`src/rtl/regfile_arbiter_if.sv`:
```
// regfile_arbiter_if
//   Bundles the two requester ports and the register-file bus that
//   regfile_arbiter serializes onto.
//   Requester A/B : reqX, weX, addrX, wdataX  -> arbiter
//                   ackX, rdataX              <- arbiter
//   Register file : regAddr, regIn, regRead, regWrite <- arbiter
//                   regOut                            -> arbiter
//   Status        : busy                              <- arbiter
//   slave  : arbiter side
//   master : requesters + register file side
interface regfile_arbiter_if #(
  parameter int ADDR_W = 3,
  parameter int DATA_W = 16
);
  logic              reqA;
  logic              reqB;
  logic              weA;
  logic              weB;
  logic [ADDR_W-1:0] addrA;
  logic [ADDR_W-1:0] addrB;
  logic [DATA_W-1:0] wdataA;
  logic [DATA_W-1:0] wdataB;
  logic              ackA;
  logic              ackB;
  logic [DATA_W-1:0] rdataA;
  logic [DATA_W-1:0] rdataB;
  logic [ADDR_W-1:0] regAddr;
  logic [DATA_W-1:0] regIn;
  logic              regRead;
  logic              regWrite;
  logic [DATA_W-1:0] regOut;
  logic              busy;

  modport slave (
    input  reqA, reqB, weA, weB, addrA, addrB, wdataA, wdataB, regOut,
    output ackA, ackB, rdataA, rdataB, regAddr, regIn, regRead, regWrite, busy
  );

  modport master (
    output reqA, reqB, weA, weB, addrA, addrB, wdataA, wdataB, regOut,
    input  ackA, ackB, rdataA, rdataB, regAddr, regIn, regRead, regWrite, busy
  );
endinterface

```
`src/rtl/regfile_arbiter.sv`:
```
// regfile_arbiter
//   Round-robin arbiter and access sequencer for the 8x16 single-port
//   register file. Two requesters (A, B) share the register-file bus; each
//   transaction takes IDLE -> ACCESS -> ACK (3 cycles). Read data is held
//   per port in rdataA/rdataB; completion is a one-cycle ackA/ackB pulse.
//   Ports:
//     clk    : system clock, rising edge
//     rst_n  : asynchronous active-low reset
//     bus    : regfile_arbiter_if.slave (requesters, register-file bus, busy)
//   All outputs are registered.
module regfile_arbiter #(
  parameter int ADDR_W = 3,
  parameter int DATA_W = 16
) (
  input  logic               clk,
  input  logic               rst_n,
  regfile_arbiter_if.slave   bus
);

  typedef enum logic [1:0] {
    IDLE   = 2'd0,
    ACCESS = 2'd1,
    ACK    = 2'd2
  } state_t;

  state_t            state_q,     state_d;
  logic              prio_q,      prio_d;      // 0 = A has priority, 1 = B
  logic              sel_q,       sel_d;       // port being served
  logic              ack_a_q,     ack_a_d;
  logic              ack_b_q,     ack_b_d;
  logic              reg_read_q,  reg_read_d;
  logic              reg_write_q, reg_write_d;
  logic [ADDR_W-1:0] reg_addr_q,  reg_addr_d;
  logic [DATA_W-1:0] reg_in_q,    reg_in_d;
  logic [DATA_W-1:0] rdata_a_q,   rdata_a_d;
  logic [DATA_W-1:0] rdata_b_q,   rdata_b_d;
  logic              busy_q,      busy_d;

  logic              grant_b;

  always_comb begin
    state_d     = state_q;
    prio_d      = prio_q;
    sel_d       = sel_q;
    ack_a_d     = 1'b0;
    ack_b_d     = 1'b0;
    reg_read_d  = 1'b0;
    reg_write_d = 1'b0;
    reg_addr_d  = reg_addr_q;
    reg_in_d    = reg_in_q;
    rdata_a_d   = rdata_a_q;
    rdata_b_d   = rdata_b_q;
    grant_b     = 1'b0;

    unique case (state_q)
      IDLE: begin
        if (bus.reqA || bus.reqB) begin
          // B wins when it is the only requester, or on a tie when prio says B
          grant_b = bus.reqB && (!bus.reqA || prio_q);
          sel_d   = grant_b;
          // Pointer always moves to the loser, requesting or not
          prio_d  = !grant_b;
          if (grant_b) begin
            reg_addr_d  = bus.addrB;
            reg_in_d    = bus.wdataB;
            reg_write_d = bus.weB;
            reg_read_d  = !bus.weB;
          end else begin
            reg_addr_d  = bus.addrA;
            reg_in_d    = bus.wdataA;
            reg_write_d = bus.weA;
            reg_read_d  = !bus.weA;
          end
          state_d = ACCESS;
        end
      end

      ACCESS: begin
        // regOut is sampled while regRead is still asserted
        if (reg_read_q) begin
          if (sel_q) rdata_b_d = bus.regOut;
          else       rdata_a_d = bus.regOut;
        end
        ack_a_d = !sel_q;
        ack_b_d = sel_q;
        state_d = ACK;
      end

      ACK: begin
        state_d = IDLE;
      end

      default: begin
        state_d = IDLE;
      end
    endcase

    busy_d = (state_d != IDLE);
  end

  always_ff @(posedge clk or negedge rst_n) begin
    if (!rst_n) begin
      state_q     <= IDLE;
      prio_q      <= 1'b0;
      sel_q       <= 1'b0;
      ack_a_q     <= 1'b0;
      ack_b_q     <= 1'b0;
      reg_read_q  <= 1'b0;
      reg_write_q <= 1'b0;
      reg_addr_q  <= '0;
      reg_in_q    <= '0;
      rdata_a_q   <= '0;
      rdata_b_q   <= '0;
      busy_q      <= 1'b0;
    end else begin
      state_q     <= state_d;
      prio_q      <= prio_d;
      sel_q       <= sel_d;
      ack_a_q     <= ack_a_d;
      ack_b_q     <= ack_b_d;
      reg_read_q  <= reg_read_d;
      reg_write_q <= reg_write_d;
      reg_addr_q  <= reg_addr_d;
      reg_in_q    <= reg_in_d;
      rdata_a_q   <= rdata_a_d;
      rdata_b_q   <= rdata_b_d;
      busy_q      <= busy_d;
    end
  end

  assign bus.ackA     = ack_a_q;
  assign bus.ackB     = ack_b_q;
  assign bus.rdataA   = rdata_a_q;
  assign bus.rdataB   = rdata_b_q;
  assign bus.regAddr  = reg_addr_q;
  assign bus.regIn    = reg_in_q;
  assign bus.regRead  = reg_read_q;
  assign bus.regWrite = reg_write_q;
  assign bus.busy     = busy_q;

endmodule

```
`src/flat_wrapper.sv`:
```
// flat-port wrapper written by rule: the top's interface ports become plain ports
module regfile_arbiter_flat 
#(
  parameter int ADDR_W = 3,
  parameter int DATA_W = 16
)
  (clk, rst_n, bus_reqA, bus_reqB, bus_weA, bus_weB, bus_addrA, bus_addrB, bus_wdataA, bus_wdataB, bus_regOut, bus_ackA, bus_ackB, bus_rdataA, bus_rdataB, bus_regAddr, bus_regIn, bus_regRead, bus_regWrite, bus_busy);
  regfile_arbiter_if #(.ADDR_W(ADDR_W), .DATA_W(DATA_W)) bus_i ();
  input  logic clk;
  input  logic rst_n;
  input wire logic [$bits(bus_i.reqA)-1:0] bus_reqA;
  input wire logic [$bits(bus_i.reqB)-1:0] bus_reqB;
  input wire logic [$bits(bus_i.weA)-1:0] bus_weA;
  input wire logic [$bits(bus_i.weB)-1:0] bus_weB;
  input wire logic [$bits(bus_i.addrA)-1:0] bus_addrA;
  input wire logic [$bits(bus_i.addrB)-1:0] bus_addrB;
  input wire logic [$bits(bus_i.wdataA)-1:0] bus_wdataA;
  input wire logic [$bits(bus_i.wdataB)-1:0] bus_wdataB;
  input wire logic [$bits(bus_i.regOut)-1:0] bus_regOut;
  output wire logic [$bits(bus_i.ackA)-1:0] bus_ackA;
  output wire logic [$bits(bus_i.ackB)-1:0] bus_ackB;
  output wire logic [$bits(bus_i.rdataA)-1:0] bus_rdataA;
  output wire logic [$bits(bus_i.rdataB)-1:0] bus_rdataB;
  output wire logic [$bits(bus_i.regAddr)-1:0] bus_regAddr;
  output wire logic [$bits(bus_i.regIn)-1:0] bus_regIn;
  output wire logic [$bits(bus_i.regRead)-1:0] bus_regRead;
  output wire logic [$bits(bus_i.regWrite)-1:0] bus_regWrite;
  output wire logic [$bits(bus_i.busy)-1:0] bus_busy;
  assign bus_i.reqA = bus_reqA;
  assign bus_i.reqB = bus_reqB;
  assign bus_i.weA = bus_weA;
  assign bus_i.weB = bus_weB;
  assign bus_i.addrA = bus_addrA;
  assign bus_i.addrB = bus_addrB;
  assign bus_i.wdataA = bus_wdataA;
  assign bus_i.wdataB = bus_wdataB;
  assign bus_i.regOut = bus_regOut;
  assign bus_ackA = bus_i.ackA;
  assign bus_ackB = bus_i.ackB;
  assign bus_rdataA = bus_i.rdataA;
  assign bus_rdataB = bus_i.rdataB;
  assign bus_regAddr = bus_i.regAddr;
  assign bus_regIn = bus_i.regIn;
  assign bus_regRead = bus_i.regRead;
  assign bus_regWrite = bus_i.regWrite;
  assign bus_busy = bus_i.busy;
  regfile_arbiter #(.ADDR_W(ADDR_W), .DATA_W(DATA_W)) u_core (.clk(clk), .rst_n(rst_n), .bus(bus_i));
endmodule
```
`config.mk`:
```
export PLATFORM = sky130hd
export DESIGN_NAME = regfile_arbiter_flat
export DESIGN_NICKNAME = d
export VERILOG_FILES = /design/src/rtl/regfile_arbiter_if.sv /design/src/rtl/regfile_arbiter.sv /design/src/flat_wrapper.sv
export SDC_FILE = /design/constraint.sdc
export NUM_CORES = 1
export LEC_CHECK = 0
export ABC_AREA = 1
export BUFFER_PORTS_ARGS = -buffer_cell sky130_fd_sc_hd__buf_2
export CORE_AREA = 4 4 57 110
export CTS_BUF_LIST = sky130_fd_sc_hd__clkbuf_16
export CTS_CLUSTER_DIAMETER = 60
export CTS_CLUSTER_SIZE = 28
export DETAILED_ROUTE_END_ITERATION = 6
export DIE_AREA = 0 0 61 114
export PLACE_DENSITY = 0.93
export SLEW_MARGIN = 5
export SYNTH_ARGS = -nofsm -noshare
export SYNTH_HDL_FRONTEND = slang
export SYNTH_SLANG_ARGS = --single-unit
export TNS_END_PERCENT = 30
```
`constraint.sdc`:
```
create_clock -name clk -period 2.8 [get_ports clk]
set_input_delay 0.56 -clock clk [delete_from_list [all_inputs] [get_ports clk]]
set_output_delay 0.56 -clock clk [all_outputs]
set_load 0.05 [all_outputs]
```
==> reports/qor.yml <==
outcome:
  outcome: "finished, final reports clean"
timing:
  clock_skew_ns: 0.008382
  finalHoldViolations: 0
  slew_violations: 0
  slew_headroom_pct: 51.31
  tns_ns: 0
  clock.fmax_mhz: 608.7
  rsz0062_at_grt: "no"
  fin_crit_ns: 1.643
  setup_viol: 0
  tightestPinTransition_ns: 0.7286
  finalCritPeriodShare_pct: 58.67
setup_path:
  critPathRequiredTime_ns: 2.24
  cp_cell_sequence: "buf_2"
  r2r_start: "u_core.prio_q"
  start_kind: "flop"
  cp.arrival_ns: 1.08
  critPathSlowestCell: "dfrtp_1"
  cpLargestDelayFamily: "flip-flops"
  critical_path_buf_inv_count: 1
  rr_endpoint: "u_core.bus.regRead"
  r2r_slack_ns: 1.36
  crit_fanout: 3
  worstSetupEndpointType: "output port"
  path_class: "reg2out"
  slowest_delay_ns: 0.45
  ff2ff_path_depth: 6
detailed_routing:
  wl_per_cell_um: 14.62
  dr_wl_met3_um: 538
  dr_wl_met2_um: 3470
  dr.max_layer_used: "met4"
  routed_wl_um: 6387
  vias: 2273
  drc: 0
  vias_per_cell: 5.201
  met1_length_um: 2201
  detail-route-antenna-nets: 0
  dr.pass1.iters: 4
  drt_iter0_markers: 74
cts:
  htreeDepth: 3
  clock_path_buffers: 2
  cts.sinks: 60
  postCtsSetupRepairBufs: 0
  tritoncts: "yes"
  cts_buffers: 9
  cts.repair.resized: 0
  clk_pin_slew_ns: 0.05
  root_buffer: "clkbuf_16"
  holdBufCountCts: 0
  clk_latency_ns: 0.32
floorplanning:
  core-area_um2: 5420
  die_w_um: 61
  start_util_pct: 48.82
  ios: 116
  row_count: 38
  dieArea_um2: 6954
  dieHeight_um: 114
synth:
  synth_most_common_cell: "dfrtp_1"
  yosysTopAreaCell: "dfrtp_1"
  synth_warnings: 0
  synth_top_area_share_pct: 56.74
  ys_async_sr_fraction_pct: 100.0
  synth_nets: 321
  synth_cells: 261
  synth_flop_cell: "dfrtp_1"
  seq_area_frac_synth_pct: 56.74
  synthTopCellsByCount: "dfrtp_1 (60), nand2_1 (59), nand3_1 (39)"
  synth_area_per_cell_um2: 10.14
  yosysUniqueCellTypes: 18
  netlist_top_cells_area: "dfrtp_1 (57%), o21ai_2 (11%), nand2_1 (8.4%)"
  synth_edf_count: 0
  ys_seq_elements: 60
  synth_area_um2: 2646
global_route:
  grt_pass1_wl_um: 10400
  globalRouteOverflowTotal: 0
  track_usage_pct: 19.86
  grt_pass1_vias: 2464
  antenna_found_initial: 0
  grt_max_degree: 33
final_layout:
  syn2layout_area_growth_pct: 30.50
  fin_util_pct: 63.71
  fin_nets: 433
  nFillCells: 470
  regArea_um2: 1501
  diodes: 0
  drive_gt1_share_pct: 44.30
  multi_input_area_um2: 918.4
placement:
  dp_hpwl_um: 4781
  gp_congestion: 0.7296
  portBuffers: 115
flow_run:
  max_cap_violations: 0
pwr:
  p_leak_nw: 1.853
  peakVddDrop_uv: 1200
  p_per_area_nw_per_um2: 1552
hold_path:
  hp-class: "in2async"
-- layout make-up --
cell class | instances | area share (%)
inverter | 21 | 2.283
sequential | 60 | 43.48
timing repair buffer | 119 | 17.54
clock inverter | 6 | 1.413
clock buffer | 9 | 6.522
multi-input combinational | 162 | 26.59
tap | 60 | 2.174
-- stage by stage --
step           total power, mW  instances  worst slack [ns]  hold slack (ns)  instance area, um2
2_1_floorplan            3.768        261             1.524           0.2644                2646
3_3_place_gp             4.302        422            0.9490           0.4587                3179
3_5_place_dp             4.387        422            0.8873           0.4623                3179
4_1_cts                  5.418        437             1.141           0.2858                3453
5_1_grt                  5.647        437             1.042           0.3246                3453
6_report                 5.359        437             1.157           0.2686                3453
-- cell families (layout without fill, tap and decap cells) --
kind of cell	count (synthesis)	count (layout)	share of synthesized area [%]
simple gates	126	126	23.21
flops	60	60	56.74
compound gates	36	36	11.49
buf+inv	39	155	8.558
-- registers in the layout, indices dropped and copies added (netlist names), 2 cells and up --
| signal | flops |
|---|---|
| u_core.bus.rdataB | 16 |
| u_core.state_q | 2 |
| u_core.bus.regAddr | 3 |
| u_core.bus.regIn | 16 |
| u_core.bus.rdataA | 16 |
-- worst max path at each step --
stage | start | end | cells after the start
floorplan | u_core.bus.regRead | u_core.bus.rdataA[10] | 4
global placement | bus_reqB | u_core.bus.regIn[0] | 4
detailed placement | bus_reqB | u_core.bus.regIn[14] | 4
CTS | u_core.bus.regRead | bus_regRead | 1
global route | bus_reqB | u_core.bus.regIn[14] | 4
finish | u_core.bus.regRead | bus_regRead | 1
-- layout by cell type (no fill, tap or decap) --
master / n
nand4_1: 19
o21ai_0: 1
buf_4: 4
clkinv_1: 3
o21ai_2: 33
nand3_4: 2
dfrtp_1: 60
inv_1: 23
nor2_1: 4
a21oi_1: 1
nor2_2: 1
buf_2: 115
nand3_1: 39
nor2_4: 2
bufinv_16: 1
clkbuf_16: 9
nand2_1: 59
o21ai_1: 1
-- worst register-to-register path, stage by stage, from the launching register on --
cell and delay (ns):
dfrtp_1 0.35, inv_1 0.07, nand2_1 0.06, nand2_1 0.54
nand2_1 0.15, nand2_1 0.10, nor2_1 0.04
-- metal layers --
layer | vias up | global-route usage, %
li1 | 1096 | -
met1 | 1045 | 19.25
met2 | 114 | 34.95
met3 | 18 | 5.889
met4 | 0 | 11.72
met5 | - | 0
-- power breakdown --
part / leakage, nW / internal [mW] / total [mW] / switching, mW
logic: 0.996 / 0.650 / 2.83 / 2.18
clock network: 0.140 / 0.665 / 0.999 / 0.335
registers: 0.716 / 1.30 / 1.53 / 0.232
total: 1.85 / 2.61 / 5.36 / 2.75
(Power assumes the default switching activity.)
